`src/rtl/systolic_mm_sequencer.sv`:
```
// Job-level sequencer for the systolic matrix multiplier: walks CLEAR, FEED and DRAIN,
// then holds the result valid until the consumer acknowledges it.
module systolic_mm_sequencer #(
  parameter int L2 = 9,
  parameter int X  = 4,
  parameter int Y  = 25,
  parameter int CW = 16,
  localparam int D  = X + Y - 1,
  localparam int PW = $clog2(((L2 > D) ? L2 : D) + 1)
) (
  input  logic          clk,
  input  logic          rst,
  input  logic          start,
  input  logic          abort,
  input  logic          res_ack,
  output logic          ready,
  output logic          on,
  output logic          sn,
  output logic          busy,
  output logic          res_valid,
  output logic [PW-1:0] phase_cnt,
  output logic [CW-1:0] jobs_done
);

  typedef enum logic [2:0] {
    S_IDLE,
    S_CLEAR,
    S_FEED,
    S_DRAIN,
    S_DONE
  } state_t;

  state_t        state_q, state_d;
  logic [PW-1:0] cnt_q, cnt_d;
  logic [CW-1:0] jobs_q, jobs_d;
  logic          ready_q, on_q, sn_q, busy_q, valid_q;

  always_comb begin
    state_d = state_q;
    cnt_d   = cnt_q;
    jobs_d  = jobs_q;
    case (state_q)
      S_IDLE: begin
        cnt_d = '0;
        if (start) state_d = S_CLEAR;
      end
      S_CLEAR: begin
        state_d = S_FEED;
        cnt_d   = '0;
      end
      S_FEED: begin
        if (cnt_q == PW'(L2 - 1)) begin
          state_d = S_DRAIN;
          cnt_d   = '0;
        end else begin
          cnt_d = cnt_q + PW'(1);
        end
      end
      S_DRAIN: begin
        if (cnt_q == PW'(D - 1)) begin
          state_d = S_DONE;
          cnt_d   = '0;
        end else begin
          cnt_d = cnt_q + PW'(1);
        end
      end
      S_DONE: begin
        cnt_d = '0;
        if (res_ack) begin
          state_d = S_IDLE;
          jobs_d  = jobs_q + CW'(1);
        end
      end
      default: begin
        state_d = S_IDLE;
        cnt_d   = '0;
      end
    endcase
    // Abort overrides any completion in the same cycle, so the job is never counted.
    if (abort && (state_q != S_IDLE)) begin
      state_d = S_IDLE;
      cnt_d   = '0;
      jobs_d  = jobs_q;
    end
  end

  always_ff @(posedge clk) begin
    if (!rst) begin
      state_q <= S_IDLE;
      cnt_q   <= '0;
      jobs_q  <= '0;
      ready_q <= 1'b1;
      on_q    <= 1'b0;
      sn_q    <= 1'b0;
      busy_q  <= 1'b0;
      valid_q <= 1'b0;
    end else begin
      state_q <= state_d;
      cnt_q   <= cnt_d;
      jobs_q  <= jobs_d;
      ready_q <= (state_d == S_IDLE);
      on_q    <= (state_d == S_FEED);
      sn_q    <= (state_d == S_FEED) || (state_d == S_DRAIN) || (state_d == S_DONE);
      busy_q  <= (state_d == S_CLEAR) || (state_d == S_FEED) || (state_d == S_DRAIN);
      valid_q <= (state_d == S_DONE);
    end
  end

  assign ready     = ready_q;
  assign on        = on_q;
  assign sn        = sn_q;
  assign busy      = busy_q;
  assign res_valid = valid_q;
  assign phase_cnt = cnt_q;
  assign jobs_done = jobs_q;

endmodule
```
`config.mk`:
```
export PLATFORM = sky130hd
export DESIGN_NAME = systolic_mm_sequencer
export DESIGN_NICKNAME = d
export VERILOG_FILES = /design/src/rtl/systolic_mm_sequencer.sv
export SDC_FILE = /design/constraint.sdc
export NUM_CORES = 1
export LEC_CHECK = 0
export ABC_AREA = 0
export CAP_MARGIN = 10
export CELL_PAD_IN_SITES_DETAIL_PLACEMENT = 2
export CELL_PAD_IN_SITES_GLOBAL_PLACEMENT = 2
export CORE_MARGIN = 2
export CORE_UTILIZATION = 28
export DETAILED_ROUTE_END_ITERATION = 10
export MAX_ROUTING_LAYER = met4
export PLACE_DENSITY_LB_ADDON = 0.1
export SLEW_MARGIN = 15
export SYNTH_ARGS = -nofsm -noshare
export SYNTH_HDL_FRONTEND = slang
export SYNTH_SLANG_ARGS = --single-unit
```
`constraint.sdc`:
```
create_clock -name clk -period 2.25 [get_ports clk]
set_input_delay 0.3375 -clock clk [delete_from_list [all_inputs] [get_ports clk]]
set_output_delay 0.3375 -clock clk [all_outputs]
set_load 0.02 [all_outputs]
```
==> flow_summary.yaml <==
worst_hold_path:
  hold_start: "phase_cnt[0]$_SDFF_PP0_"
  min_path_type: "reg -> reg"
sta:
  rsz0062_at_grt: "false"
  finClkSkew_ns: 0.00417
  setup_viol: 0
  max_freq_mhz: 484
  holdWs_ns: 0.472
  relSlewSlack: 0.527
  worst_pin_slew_ns: 0.702
  timing.final.ws_setup_ns: 0.182
  hold_violations: 0
  finalCritPeriodShare: 0.919
  setup_tns_ns: 0
  drv_slew: 0
  finalCriticalPeriod_ns: 2.07
finish:
  layout_commonest_cell: "clkdlybuf4s50_1"
  fin_nets: 190
  stdcell_count: 235
  diodes: 0
  final_cell_mix: "clkdlybuf4s50_1 (30), dfxtp_1 (29), nor2_1 (16), a21oi_1 (9), xnor2_1 (9)"
  area_delta_synth_final_pct: 37.7
  drive_gt1_frac: 0.0874
route:
  finalWirelength_um: 3680
  drc_errors: 0
  vias: 1204
  routedWlPerCell_um: 15.6
  drtIter0Drc: 21
  viasPerCell: 5.12
  firstDrtPassIters: 4
  ant_nets: 0
critical_path:
  r2r_start: "state_q[0]$_SDFF_PN0_"
  cp_max_fo: 13
  start_kind: "flop"
  cp.arrival_ns: 2.28
  end_kind: "flop"
  crit_required_ns: 2.46
  worstSetupStartpoint: "state_q[0]$_SDFF_PN0_"
  worstSetupPathType: "reg -> reg"
synth:
  synth.distinct_cells: 38
  synth-compound-area-share: 0.134
  synthAdderAreaFrac: 0.0292
  synth_xor_area_frac: 0.0750
  postSynthCellCount: 145
  synth-async-reset-ratio: 0
  ys.flop_type: "dfxtp_1"
  avgSynthCellArea_sq_um: 8.86
  ys_ff_latch: 29
  synth.net_count: 153
  synthSimpleGateAreaFrac: 0.271
  synth_edf_count: 0
  ys_seq_area_frac: 0.452
  yosysWarnings: 0
  mappedNetlistArea_sq_um: 1280
  muxShareOfSynthArea: 0
  synth_top_family_by_area: "simple AND/OR/NAND/NOR gates"
global_routing:
  antenna_found_initial: 0
  grt_start_max_net_pins: 17
  grt_pass1_wl_um: 6350
  grt_overflow: 0
  grt_pass1_vias: 1318
  grtUsageTotal: 0.165
floorplanning:
  die_x_um: 71.7
  start_util: 0.293
  std_cell_rows: 24
  die_area_sq_um: 5150
  die_y_um: 71.7
  core_sq_um: 4380
  io_pins: 31
placement:
  dp_hpwl_um: 2750
  place_ws_ns: -0.0234
  dp_cells: 227
  port_buffers: 30
  gp_congestion: 0.861
power_and_ir_drop:
  p_leak_nw: 0.564
  total_power_mw: 1.06
  p_per_area_nw_per_um2: 598
  ir_drop_v: 0.000266
outcome:
  status: "finished clean"
clocking:
  ctsHoldBuffers: 0
  cts_tree: "built"
  clkSinkCount: 29
  clk_path_buf_depth: 2
  h-tree-depth: 2
  cts_setup_buffers: 0
  clk_latency_ns: 0.28
  root_buffer: "clkbuf_8"
  cts_buffers: 5
  clkTransAtPathRegs_ns: 0.07
  postCtsResizedCells: 0
run:
  drv_cap: 0
layer usage:
metal | track usage | share of wire | vias up
li1 | - | - | 592
met1 | 0.180 | 0.41 | 584
met3 | 0.0534 | 0.033 | 6
met2 | 0.279 | 0.54 | 22
met5 | - | 0 | -
met4 | 0.0608 | 0.014 | 0
cell usage after synthesis, drive strengths merged, types with 3 or more instances:
| master | number | area share |
|---|---|---|
| a21oi | 9 | 0.035 |
| dfxtp | 29 | 0.45 |
| nor4 | 5 | 0.024 |
| nand3 | 8 | 0.031 |
| nor2 | 16 | 0.047 |
| or2 | 3 | 0.015 |
| nor4b | 3 | 0.020 |
| o31ai | 4 | 0.023 |
| nand2 | 8 | 0.023 |
| or3 | 3 | 0.015 |
| inv | 8 | 0.023 |
| nor3 | 3 | 0.012 |
| clkbuf | 4 | 0.012 |
| o21a | 3 | 0.018 |
| ha | 3 | 0.029 |
| or4 | 4 | 0.023 |
| xnor2 | 9 | 0.061 |
cells by family (layout without fill, tap and decap cells):
logic type / Yosys count / after routing
AOI/OAI and AO/OA: 26 / 26
xor gates and xnor gates: 11 / 11
adders and majority gates: 3 / 3
buffers and inverters: 13 / 51
DFF: 29 / 29
and+or+nand+nor: 63 / 63
critical path, stage by stage (launching register included):
cell	delay (ns)
dfxtp_1	0.36
or2_1	0.39
or4_1	0.65
or4_1	0.44
a21oi_1	0.16
worst paths after layout:
check	to	slack, ns	depth (start not counted)
worst max register to register	jobs_done[10]$_SDFFE_PN0P_	0.18	4
worst min-delay path	phase_cnt[0]$_SDFF_PP0_	0.47	1
worst max-delay path	jobs_done[10]$_SDFFE_PN0P_	0.18	4
worst min register to register	phase_cnt[0]$_SDFF_PP0_	0.47	1
state kept, by name, indices dropped and copies added, names as in the netlist:
| name | count |
|---|---|
| busy | 1 |
| jobs_done | 16 |
| on | 1 |
| phase_cnt | 5 |
| ready | 1 |
| res_valid | 1 |
| sn | 1 |
| state_q | 3 |
power by group:
part | internal, mW | leakage (nW) | switching, mW | total [mW]
combinational | 0.0223 | 0.276 | 0.0299 | 0.0522
clock | 0.276 | 0.0542 | 0.205 | 0.481
sequential | 0.520 | 0.235 | 0.00414 | 0.524
total | 0.818 | 0.564 | 0.239 | 1.06
cell type report:
type / instances / area [sq um]
inverters: 8 / 30.0
multi-input cells: 103 / 654
fillers: 515 / 2620
repair buffers: 35 / 338
clock inverters: 1 / 5.00
clock buffers: 7 / 96.3
well taps: 52 / 65.1
flip-flops and latches: 29 / 581
stage by stage:
step / utilization / instance area (sq um)
2_1_floorplan: - / 1280
3_3_place_gp: 0.380 / 1670
3_5_place_dp: 0.380 / 1670
4_1_cts: 0.404 / 1770
5_1_grt: 0.404 / 1770
6_report: 0.404 / 1770
No activity file was read; power rests on OpenSTA's default activity.
